[src/rtl/sevenseg_pkg.sv]
// rtl/sevenseg_pkg.sv - shared seven-segment glyph constants and frame record
package sevenseg_pkg;

   localparam int NUM_DIGITS = 4;

   // Segment bit positions on the active-low segment bus
   localparam int SEG_A  = 0;
   localparam int SEG_B  = 1;
   localparam int SEG_C  = 2;
   localparam int SEG_D  = 3;
   localparam int SEG_E  = 4;
   localparam int SEG_F  = 5;
   localparam int SEG_G  = 6;
   localparam int SEG_DP = 7;

   // Active-low 7-segment hex glyphs, bit 0 = a .. bit 6 = g
   localparam logic [6:0] GLYPH_0 = 7'h40;
   localparam logic [6:0] GLYPH_1 = 7'h79;
   localparam logic [6:0] GLYPH_2 = 7'h24;
   localparam logic [6:0] GLYPH_3 = 7'h30;
   localparam logic [6:0] GLYPH_4 = 7'h19;
   localparam logic [6:0] GLYPH_5 = 7'h12;
   localparam logic [6:0] GLYPH_6 = 7'h02;
   localparam logic [6:0] GLYPH_7 = 7'h78;
   localparam logic [6:0] GLYPH_8 = 7'h00;
   localparam logic [6:0] GLYPH_9 = 7'h10;
   localparam logic [6:0] GLYPH_A = 7'h08;
   localparam logic [6:0] GLYPH_B = 7'h03;
   localparam logic [6:0] GLYPH_C = 7'h46;
   localparam logic [6:0] GLYPH_D = 7'h21;
   localparam logic [6:0] GLYPH_E = 7'h06;
   localparam logic [6:0] GLYPH_F = 7'h0E;

   // One captured frame: nibble, decimal point and decode error per digit
   typedef struct packed {
      logic [NUM_DIGITS-1:0][3:0] nib;
      logic [NUM_DIGITS-1:0]      dp;
      logic [NUM_DIGITS-1:0]      err;
   } frame_t;

endpackage

[src/rtl/sevenseg_capture_if.sv]
// rtl/sevenseg_capture_if.sv - scanned display bus in, decoded frame out
interface sevenseg_capture_if;
   logic [3:0]  anode_i;
   logic [7:0]  seg_i;
   logic [15:0] digits_o;
   logic [3:0]  dp_o;
   logic [3:0]  glyph_err_o;
   logic        frame_o;
   logic        stale_o;

   // Source of the scanned bus and consumer of frames
   modport master (
      output anode_i, seg_i,
      input  digits_o, dp_o, glyph_err_o, frame_o, stale_o
   );

   // Capture block
   modport slave (
      input  anode_i, seg_i,
      output digits_o, dp_o, glyph_err_o, frame_o, stale_o
   );
endinterface

[src/rtl/sevenseg_glyph_decode.sv]
// rtl/sevenseg_glyph_decode.sv - active-low 7-segment glyph to hex nibble
module sevenseg_glyph_decode
   import sevenseg_pkg::*;
(
   input  logic [6:0] seg,
   output logic [3:0] nibble,
   output logic       err
);

   // Match against the 16 hex glyphs; anything else decodes as 0 with err
   always_comb begin
      nibble = 4'h0;
      err    = 1'b0;
      case (seg)
         GLYPH_0: nibble = 4'h0;
         GLYPH_1: nibble = 4'h1;
         GLYPH_2: nibble = 4'h2;
         GLYPH_3: nibble = 4'h3;
         GLYPH_4: nibble = 4'h4;
         GLYPH_5: nibble = 4'h5;
         GLYPH_6: nibble = 4'h6;
         GLYPH_7: nibble = 4'h7;
         GLYPH_8: nibble = 4'h8;
         GLYPH_9: nibble = 4'h9;
         GLYPH_A: nibble = 4'hA;
         GLYPH_B: nibble = 4'hB;
         GLYPH_C: nibble = 4'hC;
         GLYPH_D: nibble = 4'hD;
         GLYPH_E: nibble = 4'hE;
         GLYPH_F: nibble = 4'hF;
         default: err    = 1'b1;
      endcase
   end

endmodule

[src/rtl/sevenseg_capture.sv]
// rtl/sevenseg_capture.sv - settle, decode and assemble scanned display frames
module sevenseg_capture
   import sevenseg_pkg::*;
#(
   parameter int SYNC_STAGES    = 2,
   parameter int SETTLE_CYCLES  = 16,
   parameter int TIMEOUT_CYCLES = 1000000
) (
   input  logic          system1000,
   input  logic          system1000_rst,
   sevenseg_capture_if.slave bus
);

   localparam int SW = $clog2(SETTLE_CYCLES + 1);
   localparam int TW = $clog2(TIMEOUT_CYCLES + 1);

   logic [SYNC_STAGES-1:0][3:0] a_sync;
   logic [SYNC_STAGES-1:0][7:0] s_sync;
   logic [3:0]  a_s;
   logic [7:0]  s_s;
   logic [11:0] prev_bus;
   logic        stable;
   logic [SW-1:0] settle_cnt;
   logic [TW-1:0] to_cnt;
   logic [TW-1:0] to_cnt_next;
   logic        one_cold;
   logic [1:0]  idx;
   logic        capture;
   logic [3:0]  dec_nib;
   logic        dec_err;
   logic [3:0]  seen;
   logic [3:0]  seen_next;
   frame_t      work;
   frame_t      work_next;
   frame_t      out_frame;
   logic        frame_q;
   logic        stale_q;

   // Synchronizer chain; resets to a blank bus
   always_ff @(posedge system1000 or posedge system1000_rst) begin
      if (system1000_rst) begin
         a_sync <= '1;
         s_sync <= '1;
      end else begin
         a_sync[0] <= bus.anode_i;
         s_sync[0] <= bus.seg_i;
         for (int i = 1; i < SYNC_STAGES; i++) begin
            a_sync[i] <= a_sync[i-1];
            s_sync[i] <= s_sync[i-1];
         end
      end
   end

   assign a_s    = a_sync[SYNC_STAGES-1];
   assign s_s    = s_sync[SYNC_STAGES-1];
   assign stable = ({a_s, s_s} == prev_bus);

   // Digit select decode; only a single low anode bit names a digit
   always_comb begin
      one_cold = 1'b1;
      idx      = 2'd0;
      case (a_s)
         4'b1110: idx = 2'd0;
         4'b1101: idx = 2'd1;
         4'b1011: idx = 2'd2;
         4'b0111: idx = 2'd3;
         default: one_cold = 1'b0;
      endcase
   end

   // Capture only on the cycle the settle count reaches its limit
   assign capture = stable && (settle_cnt == SW'(SETTLE_CYCLES - 1)) && one_cold;

   sevenseg_glyph_decode u_decode (
      .seg    (s_s[SEG_G:SEG_A]),
      .nibble (dec_nib),
      .err    (dec_err)
   );

   // Settle counter: restart on any bus change, saturate once settled
   always_ff @(posedge system1000 or posedge system1000_rst) begin
      if (system1000_rst) begin
         prev_bus   <= '1;
         settle_cnt <= '0;
      end else begin
         prev_bus <= {a_s, s_s};
         if (!stable)
            settle_cnt <= '0;
         else if (settle_cnt != SW'(SETTLE_CYCLES))
            settle_cnt <= settle_cnt + 1'b1;
      end
   end

   // Working slots and seen mask including the current capture
   always_comb begin
      work_next = work;
      seen_next = seen;
      if (capture) begin
         work_next.nib[idx] = dec_nib;
         work_next.dp[idx]  = ~s_s[SEG_DP];
         work_next.err[idx] = dec_err;
         seen_next[idx]     = 1'b1;
      end
   end

   // Inactivity counter, saturating at the timeout
   always_comb begin
      to_cnt_next = to_cnt;
      if (capture)
         to_cnt_next = '0;
      else if (to_cnt != TW'(TIMEOUT_CYCLES))
         to_cnt_next = to_cnt + 1'b1;
   end

   // Frame assembly, stale flag and timeout discard of partial frames
   always_ff @(posedge system1000 or posedge system1000_rst) begin
      if (system1000_rst) begin
         work      <= '0;
         seen      <= '0;
         out_frame <= '0;
         frame_q   <= 1'b0;
         to_cnt    <= '0;
         stale_q   <= 1'b1;
      end else begin
         work    <= work_next;
         to_cnt  <= to_cnt_next;
         frame_q <= 1'b0;
         if (capture)
            stale_q <= 1'b0;
         else if (to_cnt_next == TW'(TIMEOUT_CYCLES))
            stale_q <= 1'b1;
         if (capture && seen_next == 4'b1111) begin
            out_frame <= work_next;
            frame_q   <= 1'b1;
            seen      <= '0;
         end else if (!capture && to_cnt_next == TW'(TIMEOUT_CYCLES)) begin
            seen <= '0;
         end else begin
            seen <= seen_next;
         end
      end
   end

   assign bus.digits_o    = out_frame.nib;
   assign bus.dp_o        = out_frame.dp;
   assign bus.glyph_err_o = out_frame.err;
   assign bus.frame_o     = frame_q;
   assign bus.stale_o     = stale_q;

endmodule

[src/flat_wrapper.sv]
// flat-port wrapper written by rule: the top's interface ports become plain ports
module sevenseg_capture_flat import sevenseg_pkg::*;
#(
   parameter int SYNC_STAGES    = 2,
   parameter int SETTLE_CYCLES  = 16,
   parameter int TIMEOUT_CYCLES = 1000000
)
  (system1000, system1000_rst, bus_anode_i, bus_seg_i, bus_digits_o, bus_dp_o, bus_glyph_err_o, bus_frame_o, bus_stale_o);
  sevenseg_capture_if bus_i ();
  input  logic system1000;
  input  logic system1000_rst;
  input wire logic [$bits(bus_i.anode_i)-1:0] bus_anode_i;
  input wire logic [$bits(bus_i.seg_i)-1:0] bus_seg_i;
  output wire logic [$bits(bus_i.digits_o)-1:0] bus_digits_o;
  output wire logic [$bits(bus_i.dp_o)-1:0] bus_dp_o;
  output wire logic [$bits(bus_i.glyph_err_o)-1:0] bus_glyph_err_o;
  output wire logic [$bits(bus_i.frame_o)-1:0] bus_frame_o;
  output wire logic [$bits(bus_i.stale_o)-1:0] bus_stale_o;
  assign bus_i.anode_i = bus_anode_i;
  assign bus_i.seg_i = bus_seg_i;
  assign bus_digits_o = bus_i.digits_o;
  assign bus_dp_o = bus_i.dp_o;
  assign bus_glyph_err_o = bus_i.glyph_err_o;
  assign bus_frame_o = bus_i.frame_o;
  assign bus_stale_o = bus_i.stale_o;
  sevenseg_capture #(.SYNC_STAGES(SYNC_STAGES), .SETTLE_CYCLES(SETTLE_CYCLES), .TIMEOUT_CYCLES(TIMEOUT_CYCLES)) u_core (.system1000(system1000), .system1000_rst(system1000_rst), .bus(bus_i));
endmodule
[config.mk]
export PLATFORM = sky130hd
export DESIGN_NAME = sevenseg_capture_flat
export DESIGN_NICKNAME = d
export VERILOG_FILES = /design/src/rtl/sevenseg_pkg.sv /design/src/rtl/sevenseg_capture_if.sv /design/src/rtl/sevenseg_glyph_decode.sv /design/src/rtl/sevenseg_capture.sv /design/src/flat_wrapper.sv
export SDC_FILE = /design/constraint.sdc
export NUM_CORES = 1
export LEC_CHECK = 0
export CAP_MARGIN = 20
export CORE_MARGIN = 2
export CORE_UTILIZATION = 58
export CTS_BUF_LIST = sky130_fd_sc_hd__clkbuf_16
export DETAILED_ROUTE_END_ITERATION = 8
export GPL_TIMING_DRIVEN = 0
export PLACE_DENSITY_LB_ADDON = 0.05
export SYNTH_ARGS = -nofsm -noshare
export SYNTH_HDL_FRONTEND = slang
export SYNTH_SLANG_ARGS = --single-unit
[constraint.sdc]
create_clock -name system1000 -period 4.7 [get_ports system1000]
set_clock_uncertainty 0.1 [all_clocks]
set_input_delay 0.47 -clock system1000 [delete_from_list [all_inputs] [get_ports system1000]]
set_output_delay 0.47 -clock system1000 [all_outputs]
set_load 0.05 [all_outputs]
==> impl_metrics.json, run 1 <==
{
  "run_status": "finished, final reports clean",
  "synth_edf_count": 0,
  "synth-xor-area-share_pct": 6.69,
  "detailed_route_via_count": 3383,
  "worst-setup-path-type": "reg2reg",
  "routed_via_density": 5.47,
  "place.port_buffers": 39,
  "post_synth_and_or_nand_nor_area_fraction_pct": 16.9,
  "tritoncts": "yes",
  "cts_hold_buf": 0,
  "synth_async_sr_flop_share_pct": 100,
  "period_minus_slack_ps": 3080,
  "synthesized_area_fraction_occupied_by_ao_oa_aoi_and_oai_cells_pct": 6.20,
  "floorplan.die.width_um": 97.8,
  "post_synth_main_area_contributors": "sky130_fd_sc_hd__dfrtp_1, sky130_fd_sc_hd__dfstp_2, sky130_fd_sc_hd__mux2_2",
  "antenna_violations_before_repair": 0,
  "htreeDepth": 4,
  "worst_setup_hold_path_clk_slew_ps": 50,
  "drt.antenna.violating_nets": 0,
  "yosysTopAreaCellShare_pct": 38.2,
  "worst_max_slew_pin_slew_ps": 794,
  "setup_ws_ps": 1620,
  "final_max_slew_viol_count": 0,
  "postCtsResizedCells": 0,
  "critical_path.reg2reg.endpoint": "u_core.bus.digits_o[4]",
  "synthCells": 439,
  "muxShareOfSynthArea_pct": 8.70,
  "maxCapViolCount": 0,
  "worst_path_max_delay_cell": "sky130_fd_sc_hd__dfstp_2",
  "ys_seq_elements": 115,
  "clkSinkCount": 115,
  "syn-mean-instance-area_um2": 11.6,
  "stdcell_area_um2": 6250,
  "yosys.area.top_type": "sky130_fd_sc_hd__dfrtp_1",
  "gr_util_all_layers_pct": 22.3,
  "place.gp.congestion": 0.820,
  "detail_route.first_pass.iterations": 4,
  "core-area_um2": 8640,
  "synth-seq-area-share_pct": 57.3,
  "drc_errors": 0,
  "dp_hpwl_mm": 6.36,
  "irDropWorstVdd_uv": 328,
  "commonest_non_fill_non_tap_cell_in_the_layout": "sky130_fd_sc_hd__dfrtp_1",
  "final_worst_path_cycle_share_pct": 65.6,
  "grt_pass1_wl_mm": 16.8,
  "post_synthesis_instance_area_um2": 5100,
  "critPathCaptureType": "flop",
  "min-delay-start": "u_core.s_sync[1]",
  "rr_worst_depth": 9,
  "avgRoutedWirePerCell_um": 15.5,
  "num_antenna_cells": 0,
  "dpl-instance-area_um2": 5660,
  "place_worst_setup_slack_ps": 1610,
  "r2r_start": "u_core.a_s[3]",
  "critPathRequiredTime_ps": 4890,
  "clock.fmax_mhz": 324,
  "tritoncts.num_buffers": 17,
  "postLayoutCoreUtil_pct": 72.4,
  "final_cell_count_no_fill": 619,
  "min_delay_worst_endpoint": "u_core.s_s[1]",
  "start_util_pct": 59.1,
  "core.rowCount": 34,
  "powerDensity_nw_per_um2": 378,
  "synth_nets": 458,
  "p_leak_nw": 2.82,
  "design_power_total_w": 0.00237,
  "vias_in_the_first_global_route": 3496,
  "class_of_the_most_critical_hold_timing_path": "reg2reg",
  "detailedRoute.firstIterationViolations": 178,
  "timing.critical_path.cells": "clkbuf_1 -> xnor2_1 -> nand4_1 -> nor3_1 -> o211a_1 -> o211ai_1 -> inv_2 -> buf_2 -> mux2_2",
  "cp.arrival_ps": 3270,
  "synth.lib_cells_used.distinct": 57,
  "most_frequent_cells_in_the_layout": "sky130_fd_sc_hd__dfrtp_1, sky130_fd_sc_hd__nand2_1, sky130_fd_sc_hd__clkdlybuf4s50_1",
  "area_growth_pct": 22.5,
  "layout-drive-gt1-share_pct": 24.3,
  "hold_viol": 0,
  "synth_top_family_by_area": "simple AND/OR/NAND/NOR gates",
  "clock_tree.buffer_depth": 2,
  "postCtsSetupRepairBufs": 0,
  "critical_path.max_stage_delay_ps": 530,
  "wl_mm": 9.58,
  "post-place-cells": 587,
  "clock_tree.root_cell": "sky130_fd_sc_hd__clkbuf_16",
  "die_area_um2": 9570,
  "main_synth_ff_type": "sky130_fd_sc_hd__dfrtp_1",
  "critical_path.top_delay_family": "buffers and inverters",
  "slew_headroom_pct": 47.0,
  "globalRouteOverflowTotal": 0,
  "ys_warn_count": 0,
  "cp-start-kind": "flop",
  "grt_max_degree": 67,
  "clock_latency_ps": 410,
  "critical_path.n_buffers_inverters": 3,
  "io-pin-count": 40,
  "synthAdderAreaFrac_pct": 1.23,
  "holdPathStages": 0,
  "die-height_um": 97.8,
  "timing.reg2reg.setup_slack_ps": 1620,
  "report.final.setup_viol": 0,
  "rsz0062_at_grt": "false",
  "nNetsFinal": 517,
  "critical_path_peak_fanout": 10
}
## metal layers
layer | global-route usage (%) | share of wire [%] | vias to the layer above | wire (um)
met5 | 0 | 0 | - | 0
met4 | 8.65 | 1.3 | 0 | 128
met3 | 5.87 | 3.1 | 12 | 297
met2 | 35.6 | 48 | 62 | 4590
met1 | 29.6 | 48 | 1659 | 4570
li1 | - | - | 1650 | -
## cells in the mapped netlist, drive strengths merged, types with 4 or more instances
| cell | instances |
|---|---|
| buf | 11 |
| nand3 | 16 |
| dfstp | 37 |
| xor2 | 12 |
| ha | 5 |
| clkbuf | 15 |
| nor4 | 5 |
| mux2i | 5 |
| o21ai | 20 |
| a21oi | 7 |
| nor3 | 10 |
| mux2 | 35 |
| nor4b | 4 |
| nand2 | 39 |
| nand4 | 7 |
| nand2b | 5 |
| dfrtp | 78 |
| nor2 | 35 |
| and3 | 11 |
| nor3b | 5 |
| xnor2 | 27 |
| inv | 10 |
## layout make-up
type                    count  area (um2)
flip-flops and latches    115        2920
fillers                   598        2380
multi-input cells         288        2030
clock buffers              19         475
repair buffers             40         418
well taps                 108         135
clock inverters            13         118
plain buffers              26         116
inverters                  10        40.0
## per-stage QoR
stage	TNS (ps)	hold slack, ps
CTS	0	255
global placement	-21120	246
finish	0	253
floorplan	0	245
global route	0	257
detailed placement	0	247
## worst register-to-register path, cell delays in order (launching register included)
cell and delay [ps]:
sky130_fd_sc_hd__dfstp_2 530, sky130_fd_sc_hd__clkbuf_1 280, sky130_fd_sc_hd__xnor2_1 170, sky130_fd_sc_hd__nand4_1 130
sky130_fd_sc_hd__nor3_1 390, sky130_fd_sc_hd__o211a_1 320, sky130_fd_sc_hd__o211ai_1 190, sky130_fd_sc_hd__inv_2 200
sky130_fd_sc_hd__buf_2 290, sky130_fd_sc_hd__mux2_2 370
## worst max path at each step
stage	startpoint	cells past startpoint	slack, ps	endpoint
finish	u_core.a_s[3]	9	1620	u_core.bus.digits_o[4]
global route	u_core.a_s[1]	9	1410	u_core.bus.digits_o[4]
CTS	u_core.a_s[3]	9	1590	u_core.bus.digits_o[4]
detailed placement	u_core.a_s[3]	9	1610	u_core.bus.digits_o[4]
global placement	system1000_rst	2	-280	u_core.work[7]
floorplan	system1000_rst	1	1150	u_core.bus.digits_o[0]
## registers in the layout, summed over array words and instances, names as in the netlist
| name | cells |
|---|---|
| u_core.bus.dp_o | 4 |
| u_core.a_s | 4 |
| u_core.bus.digits_o | 16 |
| u_core.seen | 4 |
| u_core.to_cnt | 20 |
| u_core.work | 24 |
| u_core.bus.stale_o | 1 |
| u_core.prev_bus | 12 |
| u_core.s_s | 8 |
| u_core.bus.glyph_err_o | 4 |
| u_core.a_sync | 4 |
| u_core.bus.frame_o | 1 |
| u_core.settle_cnt | 5 |
| u_core.s_sync | 8 |
## logic make-up (layout without fill, tap and decap cells)
logic type,after synthesis,after routing
AO/OA/AOI/OAI,50,50
XOR/XNOR,39,39
adder cells (fa/ha/maj),5,5
buffers and inverters,36,108
flip-flops,115,115
multiplexers,40,40
AND/OR/NAND/NOR,154,154
## where the power goes
| part | switching, W | total [W] | leakage [nW] | internal [W] |
|---|---|---|---|---|
| Combinational | 0.0000452 | 0.0000748 | 1.05 | 0.0000296 |
| Sequential | 0.0000105 | 0.00103 | 1.46 | 0.00102 |
| Clock | 0.000467 | 0.00126 | 0.297 | 0.000794 |
| Total | 0.000522 | 0.00237 | 2.82 | 0.00184 |
Power figures use the tool's default switching activity.
==> inputs of run 2 (changes only) <==
Clock period 4.7 ns to 2.95 ns, I/O delays scaled along.
==> run 2 against run 1 <==
Total power rose by 63%. Worst setup slack got worse by 1400 ps. Final cell count did not move. Combinational power rose by 58%. Critical endpoint is now u_core.bus.glyph_err_o[2]. Clock-buffer cell count fell by 2. First-iteration DRC count fell by 2.2%. Largest power group unchanged. Sequential share of layout area fell by 0.30 points. Routed wire length fell by 0.48%.
==> impl_metrics.json, run 2 (synthesis gave the netlist of run 1 again) <==
{
  "run_status": "finished, final reports clean",
  "routed_via_density": 5.56,
  "floorplan.die.width_um": 97.8,
  "hold_viol": 0,
  "num_antenna_cells": 0,
  "worst_setup_hold_path_clk_slew_ps": 60,
  "min-delay-start": "bus_seg_i[1]",
  "nFillCells": 610,
  "top_usage_layer": "met2",
  "detailed_route_via_count": 3443,
  "timing_startpoint_of_the_critical_path": "u_core.s_s[5]",
  "clkSinkCount": 115,
  "slew_headroom_pct": 51.1,
  "place.port_buffers": 39,
  "design_power_total_w": 0.00385,
  "start_util_pct": 59.1,
  "critPathCaptureType": "flop",
  "final_worst_path_cycle_share_pct": 93.9,
  "period_minus_slack_ps": 2770,
  "drc_errors": 0,
  "dp_hpwl_mm": 6.41,
  "drt.antenna.violating_nets": 0,
  "maxCapViolCount": 0,
  "post-place-cells": 588,
  "clock.fmax_mhz": 361,
  "antenna_violations_before_repair": 0,
  "detail_route.first_pass.iterations": 4,
  "clock_tree.root_cell": "sky130_fd_sc_hd__clkbuf_16",
  "worst-setup-path-type": "reg2reg",
  "globalRouteMet1Util_pct": 30.6,
  "fin_worst_hold_slack_ps": 189,
  "largest_reg_flops": 24,
  "dpl-instance-area_um2": 5670,
  "class_of_the_most_critical_hold_timing_path": "in2reg",
  "commonest_non_fill_non_tap_cell_in_the_layout": "sky130_fd_sc_hd__dfrtp_1",
  "top_reg_by_flops": "u_core.work",
  "worst_max_slew_pin_slew_ps": 732,
  "htreeDepth": 4,
  "clock_latency_ps": 410,
  "cts_hold_buf": 0,
  "place.gp.congestion": 0.824,
  "final_cell_count_no_fill": 619,
  "cp-start-kind": "flop",
  "wl_mm": 9.54,
  "p_leak_nw": 2.81,
  "detailedRoute.firstIterationViolations": 174,
  "grtUsageMet2_pct": 34.3,
  "clock_tree.buffer_depth": 2,
  "most_frequent_cells_in_the_layout": "sky130_fd_sc_hd__dfrtp_1, sky130_fd_sc_hd__nand2_1, sky130_fd_sc_hd__clkdlybuf4s50_1",
  "cp.arrival_ps": 2960,
  "vias_in_the_first_global_route": 3406,
  "critPathRequiredTime_ps": 3140,
  "tritoncts": "yes",
  "core-area_um2": 8640,
  "core.rowCount": 34,
  "critical_path_peak_fanout": 10,
  "globalRouteOverflowTotal": 0,
  "groute.layer.met3.usage_pct": 4.15,
  "die_area_um2": 9570,
  "die-height_um": 97.8,
  "rsz0062_at_grt": "false",
  "grt_pass1_wl_mm": 16.7,
  "nNetsFinal": 517,
  "report.final.setup_viol": 0,
  "area_growth_pct": 23.3,
  "tritoncts.num_buffers": 17,
  "final_max_slew_viol_count": 0,
  "grt_max_degree": 45,
  "avgRoutedWirePerCell_um": 15.4,
  "io-pin-count": 40,
  "layout-drive-gt1-share_pct": 25.0,
  "gr_util_all_layers_pct": 21.9,
  "powerDensity_nw_per_um2": 611,
  "stdcell_area_um2": 6290,
  "r2r_start": "u_core.s_s[5]",
  "irDropWorstVdd_uv": 378
}
[run 2: cell types whose count changed in the layout (fill, tap and decap cells not counted), sizes merged]
cell	delta
buf	+2
bufinv	+2
clkbuf	-4
clkinvlp	+4
inv	-4
[run 2: what timing repair did]
action | in CTS | in global routing
resized for setup | 2 | 1
setup endpoints to repair | 8 | 23
buffers inserted | 0 | 1
pin swaps | 0 | 0
[run 2: layout make-up]
cell class,instances,area (um2),area share [%]
tap,108,135,2.15
inverter,10,41.3,0.656
clock inverter,15,181,2.88
buffer,24,111,1.77
timing repair buffer,42,438,6.96
multi-input combinational,288,2040,32.4
clock buffer,17,425,6.76
sequential,115,2920,46.5
[run 2: routing by layer]
metal,up-vias,part of all wire [%]
met4,0,1.7
li1,1655,-
met1,1706,47
met5,-,0
met2,67,48
met3,15,2.8
[run 2: through the flow]
step	utilization, %	TNS [ps]	setup slack, ps
finish	72.9	0	181
global route	72.9	0	10.2
CTS	72.8	0	72.1
detailed placement	65.7	-785	-102
global placement	65.2	-358	-47.8
floorplan	-	0	356
[run 2: report_power, final]
group / leakage [nW] / total, W / switching [W] / internal, W
Clock: 0.288 / 0.00209 / 0.000753 / 0.00133
Sequential: 1.46 / 0.00164 / 0.0000190 / 0.00162
Combinational: 1.06 / 0.000118 / 0.0000696 / 0.0000483
Total: 2.81 / 0.00385 / 0.000842 / 0.00301
[run 2: final timing paths]
path                                        endpoint  slack (ps)  cells after the start
setup reg to reg           u_core.bus.glyph_err_o[2]         180                      8
max in group asynchronous              u_core.s_s[7]        1530                      4
min in group asynchronous           u_core.to_cnt[3]         260                      2
hold / removal                      u_core.s_sync[1]         190                      1
setup / recovery           u_core.bus.glyph_err_o[2]         180                      8
hold reg to reg                        u_core.a_s[0]         250                      0
[run 2: critical path, stage by stage (launching register included)]
cell and delay, ps:
sky130_fd_sc_hd__dfstp_2 550, sky130_fd_sc_hd__clkbuf_1 330, sky130_fd_sc_hd__nor3b_1 460, sky130_fd_sc_hd__a32oi_1 190
sky130_fd_sc_hd__o21a_1 260, sky130_fd_sc_hd__nand4_1 240, sky130_fd_sc_hd__nor2_1 70, sky130_fd_sc_hd__a21o_1 180
sky130_fd_sc_hd__mux2_2 260
==> variant: new RTL, settings of run 2 <==
Put a register stage on the output `bus.glyph_err_o`, without a reset. The value now appears one clock later.
--- a/src/rtl/sevenseg_capture.sv
+++ b/src/rtl/sevenseg_capture.sv
@@ -145,3 +145,5 @@
    assign bus.dp_o        = out_frame.dp;
-   assign bus.glyph_err_o = out_frame.err;
+   always_ff @(posedge system1000) begin
+      bus.glyph_err_o <= out_frame.err;
+   end
    assign bus.frame_o     = frame_q;
Function: same outputs for any inputs over 10 cycles, from zero or initial values and one cycle with system1000_rst high; that may be too few to reach the edited logic, so the function may still have changed.
==> variant against run 2 <==
  * Synthesized area grew 6.2%
  * Sequential cell count increased by 4
  * Via count is 5.8% higher
  * Setup slack got worse by 0.033 ns
  * Global-route usage increased by 1.5 points
  * Power is 4.8% higher
  * Cell area up 7.5%
  * First-iteration DRC count shrank 0.57%
  * Worst hold slack improved by 0.0036 ns
  * Combinational power rose by 4%
  * Critical endpoint is now u_core.seen[0]
  * Wire length grew 12%
==> variant: results (changes against run 2) <==
GR Layer Usage met2 - 38.8% (+4.5 points)
XOR/XNOR Fraction of Synth Area - 5.65% (-1.0 points)
Switching power total - 0.903 mW (+7.3%)
Post-synthesis to final-layout area growth - 24.7%
Cell family contributing the most delay on the critical path - compound AO/OA/AOI/OAI gates
Non-clock inverter instance count of the final layout - 14 (+4)
Share of layout cells above drive strength 1 - 33.7% (+8.7 points)
GP Congestion - 0.927 (+12%)
Vias in the first global route - 3745 (+10%)
Highest-delay cell along the critical path - a2111oi_4
Sequential share of the synthesized area - 55.4% (-1.9 points)
Async set or reset register ratio after synthesis - 96.6% (-3.4 points)
Clock sinks - 119 (+3.5%)
Mux cell area share after synthesis - 10.3% (+1.6 points)
Synthesized instance count - 454 (+3.4%)
Arithmetic-cell share of the synthesized area counting full adders, half adders and majority gates - 1.34% (+0.11 points)
Total leakage power - 3.02 nW (+7.4%)
Result of the run - complete, no violations
Total nets after synthesis - 473 (+3.3%)
Setup fix buffers added after clock tree synthesis - 4 (+4)
Router iterations before antenna repair - 5 (+1)
Met2 WL - 5.53 mm (+21%)
Global routing met1 resource utilization - 28.9% (-1.7 points)
Instance area at placement - 6000 um^2 (+5.7%)
Clock buffer count - 18 (+1)
Setup slack after placement - -0.453 ns (-0.351 ns)
Fill cell total of the finished layout - 602 (-1.3%)
[variant: cells by family (layout without fill, tap and decap cells)]
family,Yosys count,count (layout)
XOR/XNOR,35,35
multiplexers,50,50
AND/OR/NAND/NOR,140,140
adder cells (fa/ha/maj),6,6
AO/OA/AOI/OAI,46,46
flip-flops,119,119
buffers and inverters,58,135
[variant: worst paths after layout]
| check | endpoint | slack [ns] |
|---|---|---|
| min in group asynchronous | u_core.bus.digits_o[7] | 0.30 |
| worst max-delay path | u_core.seen[0] | 0.15 |
| worst min register to register | u_core.s_s[5] | 0.26 |
| worst min-delay path | u_core.s_sync[5] | 0.19 |
| worst max register to register | u_core.seen[0] | 0.15 |
| max in group asynchronous | u_core.bus.stale_o | 1.75 |
[variant: power groups by stage]
stage	logic, mW	registers [mW]	clock network, mW
2_1_floorplan	0.0758	1.72	0
3_3_place_gp	0.111	1.72	0
3_5_place_dp	0.122	1.72	0
4_1_cts	0.127	1.69	2.25
5_1_grt	0.138	1.70	2.33
6_report	0.123	1.70	2.21
